`src/rtl/multiplicador_acumulador_if.sv`:
```
// Start/Done handshake and operand/result bus of the sequential multiply-accumulate unit.
// Shared by the controller (master) and the datapath (slave).
`timescale 1ns/1ps
interface multiplicador_acumulador_if #(
   parameter int tamanyo = 32
) ();
   logic                     Start;
   logic [tamanyo-1:0]       Mul_A;
   logic [tamanyo-1:0]       Mul_B;
   logic [tamanyo-1:0]       Add;
   logic [2*tamanyo-1:0]     Prod;
   logic                     Done;
   logic                     Busy;

   modport master (
      output Start, Mul_A, Mul_B, Add,
      input  Prod, Done, Busy
   );

   modport slave (
      input  Start, Mul_A, Mul_B, Add,
      output Prod, Done, Busy
   );
endinterface

```
`src/rtl/multiplicador_acumulador.sv`:
```
// Radix-2 shift-add multiply-accumulate: Prod = Mul_A * Mul_B + Add, one multiplier bit per clock.
// Fixed N-cycle latency; level Start, one-cycle Done, same handshake as the sequential divider.
`timescale 1ns/1ps
module multiplicador_acumulador #(
   parameter int tamanyo = 32
) (
   input  logic                        CLK,
   input  logic                        RSTa,
   multiplicador_acumulador_if.slave   bus
);
   localparam int CW = (tamanyo > 1) ? $clog2(tamanyo) : 1;
   localparam logic [CW-1:0] CONT_INIT = CW'(tamanyo - 1);

   typedef enum logic [1:0] {
      S_IDLE = 2'd0,
      S_CALC = 2'd1,
      S_DONE = 2'd2
   } state_t;

   state_t                     state_q;
   logic unsigned [2*tamanyo-1:0] p_q;
   logic unsigned [2*tamanyo-1:0] as_q;
   logic unsigned [tamanyo-1:0]   bs_q;
   logic [CW-1:0]              cont_q;
   logic                       done_q;
   logic unsigned [2*tamanyo-1:0] p_d;

   // The sum cannot exceed 2^2N - 2^N, so the carry-out is dropped by design.
   always_comb begin
      p_d = p_q;
      if (bs_q[0]) p_d = p_q + as_q;
   end

   always_ff @(posedge CLK or negedge RSTa) begin
      if (!RSTa) begin
         state_q <= S_IDLE;
         p_q     <= '0;
         as_q    <= '0;
         bs_q    <= '0;
         cont_q  <= '0;
         done_q  <= 1'b0;
      end else begin
         done_q <= 1'b0;
         case (state_q)
            S_IDLE: begin
               if (bus.Start) begin
                  p_q     <= {{tamanyo{1'b0}}, bus.Add};
                  as_q    <= {{tamanyo{1'b0}}, bus.Mul_A};
                  bs_q    <= bus.Mul_B;
                  cont_q  <= CONT_INIT;
                  state_q <= S_CALC;
               end
            end
            S_CALC: begin
               p_q    <= p_d;
               as_q   <= as_q << 1;
               bs_q   <= bs_q >> 1;
               cont_q <= cont_q - 1'b1;
               if (cont_q == '0) begin
                  done_q  <= 1'b1;
                  state_q <= S_DONE;
               end
            end
            S_DONE: begin
               // Wait for a Start low phase so a held Start cannot re-trigger.
               if (!bus.Start) state_q <= S_IDLE;
            end
            default: state_q <= S_IDLE;
         endcase
      end
   end

   assign bus.Prod = p_q;
   assign bus.Done = done_q;
   assign bus.Busy = (state_q == S_CALC) || (state_q == S_DONE);
endmodule

```
`src/flat_wrapper.sv`:
```
// flat-port wrapper written by rule: the top's interface ports become plain ports
module multiplicador_acumulador_flat 
#(
   parameter int tamanyo = 32
)
  (CLK, RSTa, bus_Start, bus_Mul_A, bus_Mul_B, bus_Add, bus_Prod, bus_Done, bus_Busy);
  multiplicador_acumulador_if #(.tamanyo(tamanyo)) bus_i ();
  input  logic CLK;
  input  logic RSTa;
  input wire logic [$bits(bus_i.Start)-1:0] bus_Start;
  input wire logic [$bits(bus_i.Mul_A)-1:0] bus_Mul_A;
  input wire logic [$bits(bus_i.Mul_B)-1:0] bus_Mul_B;
  input wire logic [$bits(bus_i.Add)-1:0] bus_Add;
  output wire logic [$bits(bus_i.Prod)-1:0] bus_Prod;
  output wire logic [$bits(bus_i.Done)-1:0] bus_Done;
  output wire logic [$bits(bus_i.Busy)-1:0] bus_Busy;
  assign bus_i.Start = bus_Start;
  assign bus_i.Mul_A = bus_Mul_A;
  assign bus_i.Mul_B = bus_Mul_B;
  assign bus_i.Add = bus_Add;
  assign bus_Prod = bus_i.Prod;
  assign bus_Done = bus_i.Done;
  assign bus_Busy = bus_i.Busy;
  multiplicador_acumulador #(.tamanyo(tamanyo)) u_core (.CLK(CLK), .RSTa(RSTa), .bus(bus_i));
endmodule
```
`config.mk`:
```
export PLATFORM = sky130hd
export DESIGN_NAME = multiplicador_acumulador_flat
export DESIGN_NICKNAME = d
export VERILOG_FILES = /design/src/rtl/multiplicador_acumulador_if.sv /design/src/rtl/multiplicador_acumulador.sv /design/src/flat_wrapper.sv
export SDC_FILE = /design/constraint.sdc
export NUM_CORES = 1
export LEC_CHECK = 0
export ABC_AREA = 1
export BUFFER_PORTS_ARGS = -buffer_cell sky130_fd_sc_hd__buf_4
export CORE_ASPECT_RATIO = 1.4
export CORE_UTILIZATION = 40
export CTS_CLUSTER_SIZE = 8
export DETAILED_ROUTE_END_ITERATION = 16
export MAX_ROUTING_LAYER = met4
export PLACE_DENSITY_LB_ADDON = 0.1
export SYNTH_ARGS = -nofsm -noshare
export SYNTH_HDL_FRONTEND = slang
export SYNTH_SLANG_ARGS = --single-unit
```
`constraint.sdc`:
```
create_clock -name CLK -period 3.6 [get_ports CLK]
set_input_delay 0.54 -clock CLK [delete_from_list [all_inputs] [get_ports CLK]]
set_output_delay 0.54 -clock CLK [all_outputs]
set_load 0.02 [all_outputs]
```
==> flow_summary.yaml <==
timing:
  period_share_pct: 76.1
  setup_tns_ns: 0
  setup_viol: 0
  skew_ns: 0.0164
  min_period_ns: 2.74
  slew_viol_final: 0
  max_freq_mhz: 365
  relSlewSlack_pct: 30.0
  grt_setup_unrepaired: "no"
  tightest_slew_ns: 1.05
  final_hold_viol_count: 0
global_route:
  use_met3_pct: 2.41
  antenna_found_initial: 0
  grt_use_met2_pct: 51.3
  grt.overflow.total: 0
  first_global_vias: 12900
  grt_max_degree: 75
  grt_pass1_wl_mm: 69.8
  use_met1_pct: 32.1
  grt_usage_pct: 28.7
  busiest_layer: "met2"
floorplan:
  dieArea_um2: 33000
  fp.coreArea_um2: 31700
  start_util_pct: 40.8
  io_pins: 165
  chipWidth_um: 154
  chipHeight_um: 215
  rows: 77
status:
  status: "completed"
placed_design:
  gp_congestion: 0.977
  dp_hpwl_mm: 35.8
  io_buffers: 164
worst_hold_path:
  hp-class: "in -> async"
route:
  first_pass_iters: 5
  first_iter_violations: 660
  totalWireLength_mm: 44.8
  vias: 12900
  ant_nets: 0
  wl_per_cell_um: 17.1
  vias_per_cell: 4.92
  drcViolationCount: 0
synth:
  synth_seq_area_share_pct: 32.5
  synth_top_area_share_pct: 32.5
  synth_top_area_cell: "dfrtp_1"
  netlist_area_um2: 12900
  ys.warnings.count: 0
  synth.area.top_cells: "dfrtp_1, nand2_1, inv_1, nor2_1, ha_1"
  synth_area_per_cell_um2: 6.24
  ys_types: 37
  synth_fp_nets: 2238
  ys_seq_elements: 168
  syn_inst: 2070
clock_network:
  clk_latency_ns: 0.47
  cts.sinks: 168
  cts_tree: "done"
  post_cts_buffers: 0
  cts_root_buf: "clkbuf_16"
  clk_path_buf_depth: 2
  cts_hold_buf: 0
  cts_made_buffers: 17
  cts_resized: 0
  path_clk_slew_ns: 0.09
  h-tree-depth: 4
setup_path:
  critical-path-max-stage-delay_ns: 0.47
  worstSetupStartpointType: "flip-flop"
  end_kind: "flip-flop"
  required_ns: 3.93
  worst_path_max_delay_cell: "buf_4"
  reg2reg_from: "u_core.state_q[0]"
  crit_path_frequent_cell: "inv_1"
  path_cells: "inv_1 > ha_1 > inv_1 > nor2_2 > buf_4 > a21oi_4 > buf_4 > inv_2 > nor3_1 > inv_1 > o21ai_0 > nand3_1"
  critPathKind: "reg -> reg"
  cp.arrival_ns: 3.07
  critPathMaxFanout: 56
  critPathLaunch: "u_core.state_q[0]"
layout:
  layout.nets: 2382
  drive_gt1_share_pct: 12.6
  antenna-diode-count: 0
  layout_commonest_cell: "nand2_1"
  final_util_pct: 48.0
  mostFrequentLayoutCells: "nand2_1, inv_1, nor2_1"
  fillerInstances: 3461
  area_growth_pct: 17.7
power_and_ir_drop:
  pwr_density_cell_nw_per_um2: 917
  irDropWorstVdd_mv: 0.819
  p_leak_uw: 0.00857
job:
  drv_cap: 0
==> critical path, delay by kind of cell (launching register included) <==
kind                       cells  cell delay, ns
adders and majority gates      1            0.20
buffers and inverters          6            1.24
AOI/OAI and AO/OA              2            0.36
and+or+nand+nor                3            0.40
DFF                            1            0.38
==> path summary, 6_finish.rpt <==
| check | end | slack, ns | cells after the start |
|---|---|---|---|
| max in group asynchronous | u_core.bus.Prod[60] | 2.83 | 2 |
| setup / recovery | u_core.cont_q[4] | 0.86 | 12 |
| min in group CLK | u_core.as_q[3] | 0.30 | 3 |
| setup reg to reg | u_core.cont_q[4] | 0.86 | 12 |
| hold reg to reg | u_core.bs_q[31] | 0.52 | 2 |
| hold / removal | u_core.as_q[4] | 0.009 | 1 |
==> area by class of cell <==
type	instances	area (um2)	share of cell area (%)
sequential	168	4200	27.7
clock inverter	15	205	1.35
inverter	373	1400	9.21
tap	395	494	3.25
multi-input combinational	1476	7100	46.7
timing repair buffer	178	1380	9.06
clock buffer	17	425	2.80
==> power by group <==
| group | internal (uW) | total [uW] | leakage [uW] | switching, uW |
|---|---|---|---|---|
| registers | 2550 | 3090 | 0.00207 | 538 |
| clock network | 950 | 1940 | 0.000297 | 994 |
| logic | 2800 | 8900 | 0.00621 | 6100 |
==> kinds of logic after synthesis <==
kind of cell    Yosys count  synth area share, %
compound gates          234                 10.3
flops                   168                 32.5
xor+xnor                 18                 1.22
simple gates           1155                 36.5
buf+inv                 426                 12.7
fa+ha+maj                69                 6.74
==> cells in the mapped netlist, drive strengths merged <==
cell and count:
xnor2 9, nand2 785, o21ai 65, ha 68, inv 373, a21oi 72, dfrtp 168, nand4 7
o31ai 11, clkbuf 23, o21a 8, and3 1, buf 30, and2 1, o22ai 39, fa 1
nor3 17, a22oi 2, nand3 98, o21bai 4, a31oi 33, nor2 244, xor2 9, nor4 2
==> stage by stage <==
step / std cells / hold slack, ns / instance area, um2 / power (uW) / setup WS (ns)
6_report: 2622 / 0.00909 / 15200 / 13900 / 0.862
5_1_grt: 2622 / 0.0556 / 15200 / 15200 / 0.593
4_1_cts: 2622 / 0.0283 / 15200 / 14100 / 0.855
3_5_place_dp: 2590 / 0.495 / 14600 / 12100 / 0.855
3_3_place_gp: 2590 / 0.500 / 14600 / 12000 / 0.972
2_1_floorplan: 2070 / 0.244 / 12900 / 9170 / 1.52
==> sequential cells by signal (all words and copies together), names as in the netlist <==
name / count
u_core.cont_q: 5
u_core.state_q: 2
u_core.bus.Prod: 64
u_core.bus.Done: 1
u_core.as_q: 64
u_core.bs_q: 32
==> layer usage <==
layer	vias up	routed length, um
met2	260	23200
met1	5889	18600
met4	0	1850
li1	6652	-
met3	96	1190
met5	-	0
Power figures use the tool's default switching activity.
